==> src/rtl/prox_pkg.sv <==
// Shared definitions for the ultrasonic proximity block: alert codes,
// FSM state encoding, moving-average window geometry and the hysteretic
// alert classifier.
package prox_pkg;

   localparam logic [1:0] ALERT_CLEAR = 2'd0;
   localparam logic [1:0] ALERT_WARN  = 2'd1;
   localparam logic [1:0] ALERT_NEAR  = 2'd2;
   localparam logic [1:0] ALERT_FAULT = 2'd3;

   typedef enum logic [1:0] {
      ST_IDLE     = 2'd0,
      ST_DIVIDE   = 2'd1,
      ST_FILTER   = 2'd2,
      ST_CLASSIFY = 2'd3
   } prox_state_e;

   localparam int unsigned WINDOW_LEN   = 4;
   localparam int unsigned WINDOW_SHIFT = 2;
   localparam int unsigned SUM_W        = 18;

   // Hysteretic classifier; a FAULT history is treated as CLEAR so any
   // fresh sample classifies from a clean slate.
   function automatic logic [1:0] classify_alert(
      input logic [15:0] avg,
      input logic [1:0]  prev_in,
      input logic [15:0] near_lo,
      input logic [15:0] near_hi,
      input logic [15:0] far_lo,
      input logic [15:0] far_hi
   );
      logic [1:0] prev;
      logic [1:0] res;
      prev = (prev_in == ALERT_FAULT) ? ALERT_CLEAR : prev_in;
      if (avg < near_lo) begin
         res = ALERT_NEAR;
      end else if ((prev == ALERT_NEAR) && (avg < near_hi)) begin
         res = ALERT_NEAR;
      end else if ((avg < far_lo) ||
                   (((prev == ALERT_WARN) || (prev == ALERT_NEAR)) && (avg < far_hi))) begin
         res = ALERT_WARN;
      end else begin
         res = ALERT_CLEAR;
      end
      return res;
   endfunction

endpackage

==> src/rtl/prox_divider.sv <==
// 16-bit serial restoring divider. One quotient bit per cycle; done is
// high in the cycle that performs the 16th step, so the quotient is
// valid from the following cycle. A start always restarts the divide.
module prox_divider (
   input  logic        clk,
   input  logic        reset,
   input  logic        start,
   input  logic [15:0] dividend,
   input  logic [15:0] divisor,
   output logic [15:0] quotient,
   output logic        done
);

   logic [15:0] rem_q, rem_d;
   logic [15:0] quo_q, quo_d;
   logic [3:0]  cnt_q, cnt_d;
   logic        run_q, run_d;
   logic [16:0] rem_shift_s;

   // One shift-subtract step per cycle while running
   always_comb begin
      rem_shift_s = {rem_q, quo_q[15]};
      rem_d       = rem_q;
      quo_d       = quo_q;
      cnt_d       = cnt_q;
      run_d       = run_q;
      if (start) begin
         rem_d = 16'd0;
         quo_d = dividend;
         cnt_d = 4'd0;
         run_d = 1'b1;
      end else if (run_q) begin
         if (rem_shift_s >= {1'b0, divisor}) begin
            rem_d = 16'(rem_shift_s - {1'b0, divisor});
            quo_d = {quo_q[14:0], 1'b1};
         end else begin
            rem_d = rem_shift_s[15:0];
            quo_d = {quo_q[14:0], 1'b0};
         end
         cnt_d = cnt_q + 4'd1;
         run_d = (cnt_q != 4'd15);
      end else begin
         run_d = 1'b0;
      end
   end

   // Divider state registers
   always_ff @(posedge clk or posedge reset) begin
      if (reset) begin
         rem_q <= 16'd0;
         quo_q <= 16'd0;
         cnt_q <= 4'd0;
         run_q <= 1'b0;
      end else begin
         rem_q <= rem_d;
         quo_q <= quo_d;
         cnt_q <= cnt_d;
         run_q <= run_d;
      end
   end

   assign done     = run_q && (cnt_q == 4'd15);
   assign quotient = quo_q;

endmodule

==> src/rtl/ultrasonic_proximity.sv <==
// Ultrasonic proximity: echo width -> cm (serial divide) -> 4-sample
// moving average -> hysteretic 2-bit alert.
// Optional stale-data watchdog enabled by defining PROX_TIMEOUT_EN.
module ultrasonic_proximity
   import prox_pkg::*;
#(
   parameter int unsigned CYCLES_PER_CM  = 58,
   parameter int unsigned NEAR_CM        = 50,
   parameter int unsigned FAR_CM         = 150,
   parameter int unsigned HYST_CM        = 5,
   parameter logic [23:0] TIMEOUT_CYCLES = 24'd5_000_000
) (
   input  logic        clk,
   input  logic        reset,
   input  logic [15:0] pulse_in,
   input  logic        pulse_valid,
   output logic        busy,
   output logic [15:0] distance_cm,
   output logic        dist_valid,
   output logic [1:0]  alert,
   output logic        stale
);

   localparam logic [15:0] DIVISOR = 16'(CYCLES_PER_CM);
   localparam logic [15:0] NEAR_LO = 16'(NEAR_CM);
   localparam logic [15:0] NEAR_HI = 16'(NEAR_CM + HYST_CM);
   localparam logic [15:0] FAR_LO  = 16'(FAR_CM);
   localparam logic [15:0] FAR_HI  = 16'(FAR_CM + HYST_CM);

   prox_state_e state_q, state_d;

   logic        accept_s;
   logic        busy_s;
   logic        div_start_s;
   logic        div_done_s;
   logic [15:0] div_quot_s;
   logic        tmo_hit_s;

   logic [15:0] window_q [WINDOW_LEN];
   logic [15:0] window_d [WINDOW_LEN];
   logic        first_q, first_d;
   logic [15:0] distance_q, distance_d;
   logic        dist_valid_q, dist_valid_d;
   logic [1:0]  alert_q, alert_d;
   logic        stale_q, stale_d;

   logic [SUM_W-1:0] sum_s;
   logic [15:0]      avg_s;

   assign accept_s = pulse_valid && (pulse_in != 16'd0);

   prox_divider u_divider (
      .clk      (clk),
      .reset    (reset),
      .start    (div_start_s),
      .dividend (pulse_in),
      .divisor  (DIVISOR),
      .quotient (div_quot_s),
      .done     (div_done_s)
   );

   // FSM state register
   always_ff @(posedge clk or posedge reset) begin
      if (reset) begin
         state_q <= ST_IDLE;
      end else begin
         state_q <= state_d;
      end
   end

   // FSM next-state: one pass IDLE -> DIVIDE -> FILTER -> CLASSIFY -> IDLE
   always_comb begin
      state_d = state_q;
      case (state_q)
         ST_IDLE: begin
            if (accept_s) begin
               state_d = ST_DIVIDE;
            end else begin
               state_d = ST_IDLE;
            end
         end
         ST_DIVIDE: begin
            if (div_done_s) begin
               state_d = ST_FILTER;
            end else begin
               state_d = ST_DIVIDE;
            end
         end
         ST_FILTER:   state_d = ST_CLASSIFY;
         ST_CLASSIFY: state_d = ST_IDLE;
         default:     state_d = ST_IDLE;
      endcase
   end

   // FSM outputs: busy outside IDLE; new pulses only start the divider from IDLE
   always_comb begin
      busy_s      = (state_q != ST_IDLE);
      div_start_s = (state_q == ST_IDLE) && accept_s;
   end

   // Window sum and truncated average
   always_comb begin
      sum_s = {SUM_W{1'b0}};
      for (int i = 0; i < int'(WINDOW_LEN); i++) begin
         sum_s = sum_s + SUM_W'(window_q[i]);
      end
      avg_s = 16'(sum_s >> WINDOW_SHIFT);
   end

`ifdef PROX_TIMEOUT_EN
   logic [23:0] tmo_cnt_q, tmo_cnt_d;

   // Stale counter: restart on every accepted sample, else count and saturate
   always_comb begin
      if (div_start_s) begin
         tmo_cnt_d = 24'd0;
      end else if (tmo_cnt_q != 24'hFF_FFFF) begin
         tmo_cnt_d = tmo_cnt_q + 24'd1;
      end else begin
         tmo_cnt_d = tmo_cnt_q;
      end
   end

   // Stale counter register
   always_ff @(posedge clk or posedge reset) begin
      if (reset) begin
         tmo_cnt_q <= 24'd0;
      end else begin
         tmo_cnt_q <= tmo_cnt_d;
      end
   end

   assign tmo_hit_s = (tmo_cnt_q >= TIMEOUT_CYCLES);
`else
   logic unused_tmo_s;
   assign unused_tmo_s = ^TIMEOUT_CYCLES;
   assign tmo_hit_s    = 1'b0;
`endif

   // Datapath: load/shift window in FILTER, publish result in CLASSIFY,
   // force FAULT when the watchdog fires outside CLASSIFY
   always_comb begin
      window_d     = window_q;
      first_d      = first_q;
      distance_d   = distance_q;
      dist_valid_d = 1'b0;
      alert_d      = alert_q;
      stale_d      = stale_q;
      if (state_q == ST_FILTER) begin
         if (first_q) begin
            for (int i = 0; i < int'(WINDOW_LEN); i++) begin
               window_d[i] = div_quot_s;
            end
            first_d = 1'b0;
         end else begin
            window_d[0] = div_quot_s;
            for (int i = 1; i < int'(WINDOW_LEN); i++) begin
               window_d[i] = window_q[i-1];
            end
         end
      end else if (state_q == ST_CLASSIFY) begin
         distance_d   = avg_s;
         dist_valid_d = 1'b1;
         alert_d      = classify_alert(avg_s, alert_q, NEAR_LO, NEAR_HI, FAR_LO, FAR_HI);
         stale_d      = 1'b0;
      end else begin
         first_d = first_q;
      end
      if ((state_q != ST_CLASSIFY) && tmo_hit_s) begin
         stale_d = 1'b1;
         alert_d = ALERT_FAULT;
      end else begin
         stale_d = stale_d;
      end
   end

   // Datapath and output registers
   always_ff @(posedge clk or posedge reset) begin
      if (reset) begin
         for (int i = 0; i < int'(WINDOW_LEN); i++) begin
            window_q[i] <= 16'd0;
         end
         first_q      <= 1'b1;
         distance_q   <= 16'd0;
         dist_valid_q <= 1'b0;
         alert_q      <= ALERT_CLEAR;
         stale_q      <= 1'b0;
      end else begin
         window_q     <= window_d;
         first_q      <= first_d;
         distance_q   <= distance_d;
         dist_valid_q <= dist_valid_d;
         alert_q      <= alert_d;
         stale_q      <= stale_d;
      end
   end

   assign busy        = busy_s;
   assign distance_cm = distance_q;
   assign dist_valid  = dist_valid_q;
   assign alert       = alert_q;
   assign stale       = stale_q;

endmodule

==> config.mk <==
export PLATFORM = sky130hd
export DESIGN_NAME = ultrasonic_proximity
export DESIGN_NICKNAME = d
export VERILOG_FILES = /design/src/rtl/prox_pkg.sv /design/src/rtl/prox_divider.sv /design/src/rtl/ultrasonic_proximity.sv
export SDC_FILE = /design/constraint.sdc
export NUM_CORES = 1
export LEC_CHECK = 0
export ABC_AREA = 0
export CAP_MARGIN = 20
export CORE_UTILIZATION = 47
export DETAILED_ROUTE_END_ITERATION = 16
export HOLD_SLACK_MARGIN = 0.05
export PLACE_DENSITY = 0.65
export SYNTH_ARGS = -nofsm -noshare
export SYNTH_HDL_FRONTEND = slang
export SYNTH_SLANG_ARGS = --single-unit
export TNS_END_PERCENT = 50
==> constraint.sdc <==
create_clock -name clk -period 5 [get_ports clk]
set_input_delay 0.75 -clock clk [delete_from_list [all_inputs] [get_ports clk]]
set_output_delay 0.75 -clock clk [all_outputs]
set_load 0.02 [all_outputs]
==> out/summary.txt, run 1 <==
Outcome -> finished with violations
Failing checks -> DRC
Share of layout cells above drive strength 1 -> 0.0902
Mapped cell area -> 0.00718 sq mm
Critical-path maximum fanout -> 5
Drt pass-1 iters -> 10
Post-DP Area -> 0.00768 sq mm
Cell with the most instances after synthesis -> dfrtp_1
Post-synth EDFFs -> 0
Final Hold Fails -> 0
Vias -> 5087
Max clock buf depth -> 2
Max cap viols -> 0
HPWL Detailed -> 9960 um
Period utilization -> 0.818
Tightest Pin Transition -> 1.07 ns
CTS tree -> yes
Async SR Flop Fraction -> 1.00
Area contributors post-synth -> dfrtp_1, mux2i_1, fa_1
Syn nets -> 804
Initial DRC count -> 212
Final Skew -> 0.00400 ns
Post-CTS Hold Fix Bufs -> 0
Post-synthesis instance total -> 735
Clock transition at the registers of the reported paths -> 0.06 ns
Cts bufs inserted -> 17
Post-CTS setup buffers -> 0
Total gr overflow -> 0
H-tree Lvls -> 4
Hold Path Class -> flop to flop
Vias in the first global route -> 5242
Die W -> 126 um
Critical Path RT -> 5.32 ns
Pin count of the biggest net entering global routing -> 117
Ys flop type -> dfrtp_1
Synth top cells by count -> dfrtp_1, nand2_1, o21ai_0, inv_1, mux2i_1
RSZ-0062 raised after global routing -> no
Setup CP Type -> flop to flop
Initial antenna violation count -> 0
Slew Limit Fails -> 0
Die area -> 0.0158 sq mm
Fin nets -> 832
# rows -> 44
Avg Cell Area, Syn -> 9.76 sq um
Num Clock Sinks -> 123
Clk Latency, worst-skew pair -> 0.42 ns
I/O Pins -> 40
DRT antenna net count -> 0
Worst Setup End Kind -> flop
Worst path arrival time -> 4.41 ns
Min Clock Period, post-route -> 4.09 ns
Initial Utilization -> 0.488
Synth top area share -> 0.425
# diodes -> 0
Post-DR vias/cell -> 5.30
Post-route DRC -> 4
CTS resizes -> 0
Root buf cell -> clkbuf_16
LEAKAGE -> 0.00369 uW
Port bufs -> 38
Synth cell types -> 53
Placer congestion estimate -> 0.864
Routed len/inst -> 14.6 um
Register area share after synthesis -> 0.429
DRT Wirelength -> 14000 um
First-pass GRT wire length -> 24400 um
Ys Warns -> 0
Synth Register Bits -> 123
# setup viols final -> 0
Peak VDD IR -> 0.417 mV
Setup crit start kind -> flop
Upper clock frequency limit -> 245 MHz
Final TNS setup -> 0 ns
Layout area overhead -> 17.2%
Cell Pwr Density -> 489 mW/mm^2
Overall Global Routing Usage -> 0.195
Core Region -> 0.0147 sq mm
Die height -> 126 um
Cell taking the most area after synthesis -> dfrtp_1
Worst slew margin -> 0.288
Post-route design area -> 0.00841 sq mm
[power breakdown]
| group | switching (uW) | internal, uW |
|---|---|---|
| Clock | 449 | 986 |
| Sequential | 319 | 1250 |
| Combinational | 572 | 534 |
[path summary, 6_finish.rpt]
kind / from / endpoint / slack, ns / depth (start not counted)
max: window_q[19] / alert[0] / 0.91 / 13
min: distance_cm[6] / distance_cm[6] / 0.47 / 2
max reg2reg: window_q[19] / alert[0] / 0.91 / 13
min reg2reg: distance_cm[6] / distance_cm[6] / 0.47 / 2
max in group asynchronous: reset / window_q[44] / 3.29 / 3
min in group asynchronous: reset / u_divider.cnt_q[0] / 0.74 / 2
[area by class of cell]
| type | count | area, sq um |
|---|---|---|
| Tap cell | 184 | 230 |
| Fill cell | 1280 | 6290 |
| Clock inverter | 11 | 213 |
| Inverter | 85 | 322 |
| Multi-Input combinational cell | 493 | 3650 |
| Timing Repair Buffer | 43 | 438 |
| Sequential cell | 123 | 3080 |
| Clock buffer | 21 | 480 |
[stage by stage]
step,util,std cells,total power [uW],setup WS (ns),hold WS (ns)
global route,0.572,960,4370,0.721,0.490
CTS,0.570,958,4140,0.928,0.477
detailed placement,0.523,926,2690,0.937,0.462
floorplan,-,735,2320,0.981,0.450
finish,0.572,960,4110,0.911,0.469
global placement,0.523,926,2630,1.10,0.459
[cell usage in the layout, fill, tap and decap left out, types with 3 or more instances in the layout]
cell	synthesis	final
dfrtp_1	122	121
nand2_1	105	105
o21ai_0	96	96
inv_1	84	83
mux2i_1	67	67
clkdlybuf4s50_1	0	38
fa_1	32	32
a21oi_1	30	30
nor2_1	26	26
mux2_2	20	20
xnor2_1	20	20
ha_1	18	18
clkbuf_16	0	17
xor2_1	9	9
nand3_1	7	7
bufinv_16	0	6
nor4_1	5	5
nand4_1	4	4
nand2b_1	5	4
a21o_1	4	4
clkbuf_8	0	4
nor3_1	3	3
a211oi_1	3	3
o211ai_1	3	3
a31oi_1	3	3
clkinvlp_4	0	3
buf_4	1	3
[metal layers]
metal  up-vias  GRT usage  share of wire  wire length [um]
met5         -          0              0                 0
met3        18     0.0398          0.028               393
met2        91      0.318           0.48              6650
met1      2476      0.256           0.48              6730
met4         0     0.0789          0.016               220
li1       2502          -              -                 -
[kinds of logic after synthesis]
kind of cell	after synthesis	share of synthesized area
AND/OR/NAND/NOR	174	0.109
other	1	0.000523
multiplexers	87	0.125
buffers and inverters	119	0.0638
AO/OA/AOI/OAI	152	0.117
XOR/XNOR	29	0.0354
adder cells (fa/ha/maj)	50	0.121
flip-flops	123	0.429
[registers in the layout (all words and copies together) (netlist names), named ones only]
| name | count |
|---|---|
| first_q | 1 |
| u_divider.cnt_q | 4 |
| u_divider.run_q | 1 |
| u_divider.rem_q | 16 |
| u_divider.quotient | 16 |
| state_q | 1 |
| alert | 2 |
| distance_cm | 16 |
| dist_valid | 1 |
| window_q | 64 |
[worst max-delay path, cell delays in order, from the launching register on]
cell	delay [ns]
dfrtp_1	0.39
inv_1	0.09
fa_1	0.45
fa_1	0.53
inv_1	0.05
ha_1	0.37
a21oi_1	0.22
o21ai_0	0.20
and4b_1	0.23
a211oi_1	0.39
a31oi_1	0.10
or3b_2	0.47
mux2_2	0.26
o32ai_1	0.24
Note: power is estimated with default switching activity, not from simulation.
==> inputs of run 2 (changes only) <==
- clock period: 5 -> 4.2 ns (I/O delays scaled with it)
==> run 2 against run 1 <==
The flow still finishes with violations (DRC). Maximum frequency increased by 2.7%. Sequential cell count unchanged. Register-to-register slack got worse by 0.69 ns. Non-clock buffer count increased by 2. Largest cell class unchanged. Clock power increased by 6%. Critical endpoint unchanged.
==> out/summary.txt, run 2 (synthesized netlist as in run 1, its figures left out) <==
Outcome -> finished with violations
Failing checks -> DRC
Peak VDD IR -> 0.420 mV (+0.89%)
Initial Utilization -> 0.488 (unchanged)
HP Start -> distance_cm[6]
Vias -> 5114 (+0.53%)
Flop2flop setup slack -> 0.22 ns (-0.69 ns)
# rows -> 44 (unchanged)
Critical Path RT -> 4.51 ns (-0.81 ns)
FF+latch area -> 0.00308 sq mm (unchanged)
Commonest non-fill, non-tap cells in the layout -> dfrtp_1, nand2_1, o21ai_0
Min Clock Period, post-route -> 3.98 ns (-0.109 ns)
GR Layer Usage met3 -> 0.0394 (-0.000428)
Cell Pwr Density -> 559 mW/mm^2 (+14%)
Post-DR vias/cell -> 5.32 (+0.32%)
Worst path arrival time -> 4.29 ns (-0.12 ns)
CTS tree -> yes
Share of layout cells above drive strength 1 -> 0.0925 (+0.00234)
M1 GR Usage -> 0.249 (-0.00714)
Met2 GRT Util -> 0.306 (-0.0118)
Post-route design area -> 0.00839 sq mm (-0.27%)
Slew Limit Fails -> 0 (unchanged)
Filler cells -> 1263 (-1.3%)
Tightest Pin Transition -> 1.07 ns (-0.00176 ns)
Post-CTS Hold Fix Bufs -> 0 (unchanged)
Drt pass-1 iters -> 10 (unchanged)
Cts bufs inserted -> 17 (unchanged)
Cell count of the worst reg-to-reg path -> 14 (+1)
Placer congestion estimate -> 0.829 (-4.0%)
Fin nets -> 834 (+0.24%)
Worst r2r src -> window_q[22]
Gr busiest metal -> met2
Final Hold Fails -> 0 (unchanged)
Hold EP -> distance_cm[6]
Tot Pwr -> 4690 uW (+14%)
Routed len/inst -> 14.3 um (-2.2%)
RR Endpoint -> alert[0]
Vias in the first global route -> 5103 (-2.7%)
Hold Path Class -> flop to flop
Commonest non-fill, non-tap cell in the layout -> dfrtp_1
# diodes -> 0 (unchanged)
Clk Latency, worst-skew pair -> 0.41 ns (about the same)
DRT Wirelength -> 13700 um (-2.0%)
Core Region -> 0.0147 sq mm (unchanged)
First-pass GRT wire length -> 23600 um (-3.3%)
Area of the multi-input gates -> 0.00366 sq mm (+0.41%)
Clock transition at the registers of the reported paths -> 0.05 ns (about the same)
Layout area overhead -> 16.9%
H-tree Lvls -> 4 (unchanged)
I/O Pins -> 40 (unchanged)
Overall Global Routing Usage -> 0.187 (-0.00795)
Die area -> 0.0158 sq mm (unchanged)
Max reg flops -> 64 (unchanged)
Worst slew margin -> 0.289 (+0.00117)
Total gr overflow -> 0 (unchanged)
Max cap viols -> 0 (unchanged)
Worst Setup End Kind -> flop
Post-DP Area -> 0.00771 sq mm (+0.42%)
Pin count of the biggest net entering global routing -> 124 (+6.0%)
Post-route DRC -> 4 (unchanged)
Die height -> 126 um (unchanged)
Root buf cell -> clkbuf_16
Upper clock frequency limit -> 251 MHz (+2.7%)
Port bufs -> 38 (unchanged)
Die W -> 126 um (unchanged)
HPWL Detailed -> 9490 um (-4.7%)
Initial antenna violation count -> 0 (unchanged)
# setup viols final -> 0 (unchanged)
Num Clock Sinks -> 123 (unchanged)
Max clock buf depth -> 2 (unchanged)
Min-Delay Path Depth -> 2 (unchanged)
Setup CP Type -> flop to flop
Hold slack -> 0.469 ns (+0.000136 ns)
Largest Register -> window_q
Period utilization -> 0.948 (+0.130)
Initial DRC count -> 278 (+31%)
DRT antenna net count -> 0 (unchanged)
Core Util, Final -> 0.571 (-0.00153)
Final Skew -> 0.00656 ns (+0.00256 ns)
Critical-path maximum fanout -> 5 (unchanged)
LEAKAGE -> 0.00369 uW (about the same)
Setup crit start kind -> flop
run 2: how the worst max path moves through the flow:
stage / startpoint / endpoint / slack (ns) / cells past startpoint
after floorplan: reset / asynchronous set/reset pin / 0.30 / 1
after CTS: window_q[19] / alert[0] / 0.21 / 13
after global routing: window_q[4] / alert[1] / -0.005 / 14
after global placement: window_q[19] / alert[0] / 0.31 / 13
final: window_q[22] / alert[0] / 0.22 / 14
after detailed placement: window_q[19] / alert[0] / 0.24 / 13
run 2: final cells by class:
type / instances / share of cell area
Multi-Input combinational cell: 493 / 0.437
Sequential cell: 123 / 0.367
Clock buffer: 25 / 0.0603
Timing Repair Buffer: 45 / 0.0570
Inverter: 85 / 0.0383
Tap cell: 184 / 0.0275
Clock inverter: 7 / 0.0131
run 2: report_power, final:
group	switching, uW	total, uW	internal (uW)
logic	669	1310	638
registers	373	1860	1490
clock network	509	1520	1010
total	1550	4690	3140
run 2: metal layers:
layer  vias up  wire (um)  share of wire
li1       2515          -              -
met1      2510       6710           0.49
met2        78       6420           0.47
met3        11        435          0.032
met4         0        145          0.011
met5         -          0              0
run 2: timing repair:
| item | CTS | global route |
|---|---|---|
| gates resized for setup | 0 | 3 |
| setup endpoints to repair | 0 | 2 |
| buffers inserted | 0 | 1 |
| hold endpoints to repair | 0 | 0 |
run 2: critical path, stage by stage, from the launching register on:
cell       delay [ns]
dfrtp_1          0.39
inv_1            0.09
fa_1             0.46
fa_1             0.52
inv_1            0.05
ha_1             0.37
o211ai_1         0.18
nand2_1          0.17
a31oi_1          0.20
o21ai_1          0.16
nor3b_1          0.20
a2111oi_0        0.10
buf_4            0.16
or4_1            0.54
o32ai_1          0.27
run 2: stage by stage:
step,setup TNS [ns],cells,setup slack [ns]
global route,-0.00457,962,-0.00457
global placement,0,926,0.306
finish,0,962,0.220
floorplan,0,735,0.301
CTS,0,959,0.207
detailed placement,0,927,0.241
==> inputs of run 3 (changes only) <==
- MAX_ROUTING_LAYER: default -> met4
- REMOVE_ABC_BUFFERS: default -> 1
==> run 3 against run 2 <==
The run still ends with DRC left. Non-clock buffer count decreased by 3. Count of clock-buffer cells in the layout is 7 lower. Cell count shrank 0.31%. Cell area decreased by 0.75%. Highest routed layer unchanged. Largest cell class unchanged. Critical endpoint unchanged.
==> out/summary.txt, run 3 (synthesized netlist as in run 1, its figures left out) <==
Outcome -> finished with violations
Failing checks -> DRC
Fin nets -> 831 (-0.36%)
Min Clock Period, post-route -> 3.98 ns (+0.000200 ns)
Total gr overflow -> 0 (unchanged)
Worst slew margin -> 0.291 (+0.00173)
Tightest Pin Transition -> 1.06 ns (-0.00259 ns)
CTS tree -> yes
Post-DP Area -> 0.00769 sq mm (-0.36%)
Port bufs -> 38 (unchanged)
Slew Limit Fails -> 0 (unchanged)
Overall Global Routing Usage -> 0.195 (+0.00743)
Period utilization -> 0.948 (about the same)
Critical-path maximum fanout -> 5 (unchanged)
Post-route design area -> 0.00832 sq mm (-0.75%)
Vias -> 5072 (-0.82%)
DP Worst Slack -> 0.178 ns (-0.0626 ns)
Pin count of the biggest net entering global routing -> 117 (-5.6%)
Initial Utilization -> 0.488 (unchanged)
Num Clock Sinks -> 123 (unchanged)
DRT Wirelength -> 13700 um (about the same)
Commonest non-fill, non-tap cell in the layout -> dfrtp_1
Upper clock frequency limit -> 251 MHz (about the same)
Cts bufs inserted -> 17 (unchanged)
Peak VDD IR -> 0.295 mV (-30%)
Top Layer Used -> met4
Vias in the first global route -> 5124 (+0.41%)
Max cap viols -> 0 (unchanged)
Critical Path RT -> 4.48 ns (-0.03 ns)
H-tree Lvls -> 4 (unchanged)
Final Skew -> 0.00636 ns (-0.000201 ns)
Max reg flops -> 64 (unchanged)
Clock transition at the registers of the reported paths -> 0.06 ns (about the same)
Wire length on met3 -> 386 um (-11%)
# diodes -> 0 (unchanged)
HPWL Detailed -> 9520 um (+0.33%)
Drt pass-1 iters -> 11 (+1)
Met2 WL -> 6340 um (-1.2%)
Worst path arrival time -> 4.27 ns (-0.02 ns)
Layout area overhead -> 16.0%
# setup viols final -> 0 (unchanged)
Final Hold Fails -> 0 (unchanged)
LEAKAGE -> 0.00364 uW (-1.4%)
Largest Register -> window_q
Die W -> 126 um (unchanged)
WL met1 -> 6720 um (+0.18%)
Filler cells -> 1250 (-1.0%)
Share of layout cells above drive strength 1 -> 0.0916 (-0.000932)
# rows -> 44 (unchanged)
Clk Latency, worst-skew pair -> 0.42 ns (about the same)
Initial DRC count -> 211 (-24%)
Worst Slack Setup Final -> 0.220 ns (-0.000200 ns)
I/O Pins -> 40 (unchanged)
Final TNS setup -> 0 ns (unchanged)
Die area -> 0.0158 sq mm (unchanged)
Commonest non-fill, non-tap cells in the layout -> dfrtp_1, nand2_1, o21ai_0
First-pass GRT wire length -> 23900 um (+1.3%)
Hold Path Class -> flop to flop
Die height -> 126 um (unchanged)
Post-route DRC -> 4 (unchanged)
Worst Setup End Kind -> flop
Initial antenna violation count -> 0 (unchanged)
Setup crit start kind -> flop
Flop2flop setup slack -> 0.22 ns (about the same)
Setup CP Type -> flop to flop
DRT antenna net count -> 0 (unchanged)
Max clock buf depth -> 2 (unchanged)
Post-DR vias/cell -> 5.29 (-0.51%)
Routed len/inst -> 14.3 um (+0.23%)
Post-CTS Hold Fix Bufs -> 0 (unchanged)
Root buf cell -> clkbuf_16
Cell Pwr Density -> 559 mW/mm^2 (about the same)
Placer congestion estimate -> 0.854 (+2.9%)
Core Region -> 0.0147 sq mm (unchanged)
run 3: per-stage QoR:
stage / power (uW) / std cells / utilization / hold WS [ns]
after floorplan: 2750 / 701 / - / 0.450
after global placement: 3120 / 925 / 0.523 / 0.461
after detailed placement: 3190 / 925 / 0.523 / 0.469
after CTS: 4690 / 957 / 0.564 / 0.483
after global routing: 4980 / 959 / 0.566 / 0.508
final: 4650 / 959 / 0.566 / 0.478
run 3: repair_timing:
| item | in CTS | in global routing |
|---|---|---|
| setup endpoints to repair | 0 | 2 |
| gates resized for setup | 0 | 3 |
| buffers inserted | 0 | 1 |
run 3: critical path: stages (launching register included):
cell and delay (ns):
dfrtp_1 0.38, inv_1 0.07, fa_1 0.48, fa_1 0.51
inv_1 0.04, ha_1 0.31, o211ai_1 0.26, nand2_1 0.18
a31oi_1 0.21, o21ai_1 0.17, and4_1 0.25, a2111oi_0 0.64
or4_1 0.26, o32ai_1 0.09
run 3: path summary, 6_finish.rpt:
| path | start | cells past startpoint | end |
|---|---|---|---|
| worst max-delay path | window_q[20] | 13 | alert[0] |
| worst min-delay path | window_q[10] | 2 | window_q[10] |
| worst max register to register | window_q[20] | 13 | alert[0] |
| worst min register to register | window_q[10] | 2 | window_q[10] |
| max in group asynchronous | reset | 3 | window_q[12] |
| min in group asynchronous | reset | 2 | u_divider.cnt_q[1] |
run 3: area by class of cell:
cell class / count / area [sq um] / share of cell area
inverters: 85 / 322 / 0.0386
flip-flops and latches: 123 / 3080 / 0.370
well taps: 184 / 230 / 0.0277
clock buffers: 18 / 429 / 0.0516
multi-input cells: 493 / 3660 / 0.440
repair buffers: 42 / 430 / 0.0517
clock inverters: 14 / 174 / 0.0209
run 3: power by group:
part           total, uW  switching [uW]  internal (uW)
Clock               1480             545            933
Combinational       1310             675            635
Sequential          1860             373           1490
Total               4650            1590           3060
run 3: layer usage:
| metal | global-route usage | vias up |
|---|---|---|
| met5 | - | - |
| met4 | 0.0725 | 0 |
| met2 | 0.302 | 71 |
| met3 | 0.0445 | 20 |
| met1 | 0.249 | 2474 |
| li1 | - | 2507 |
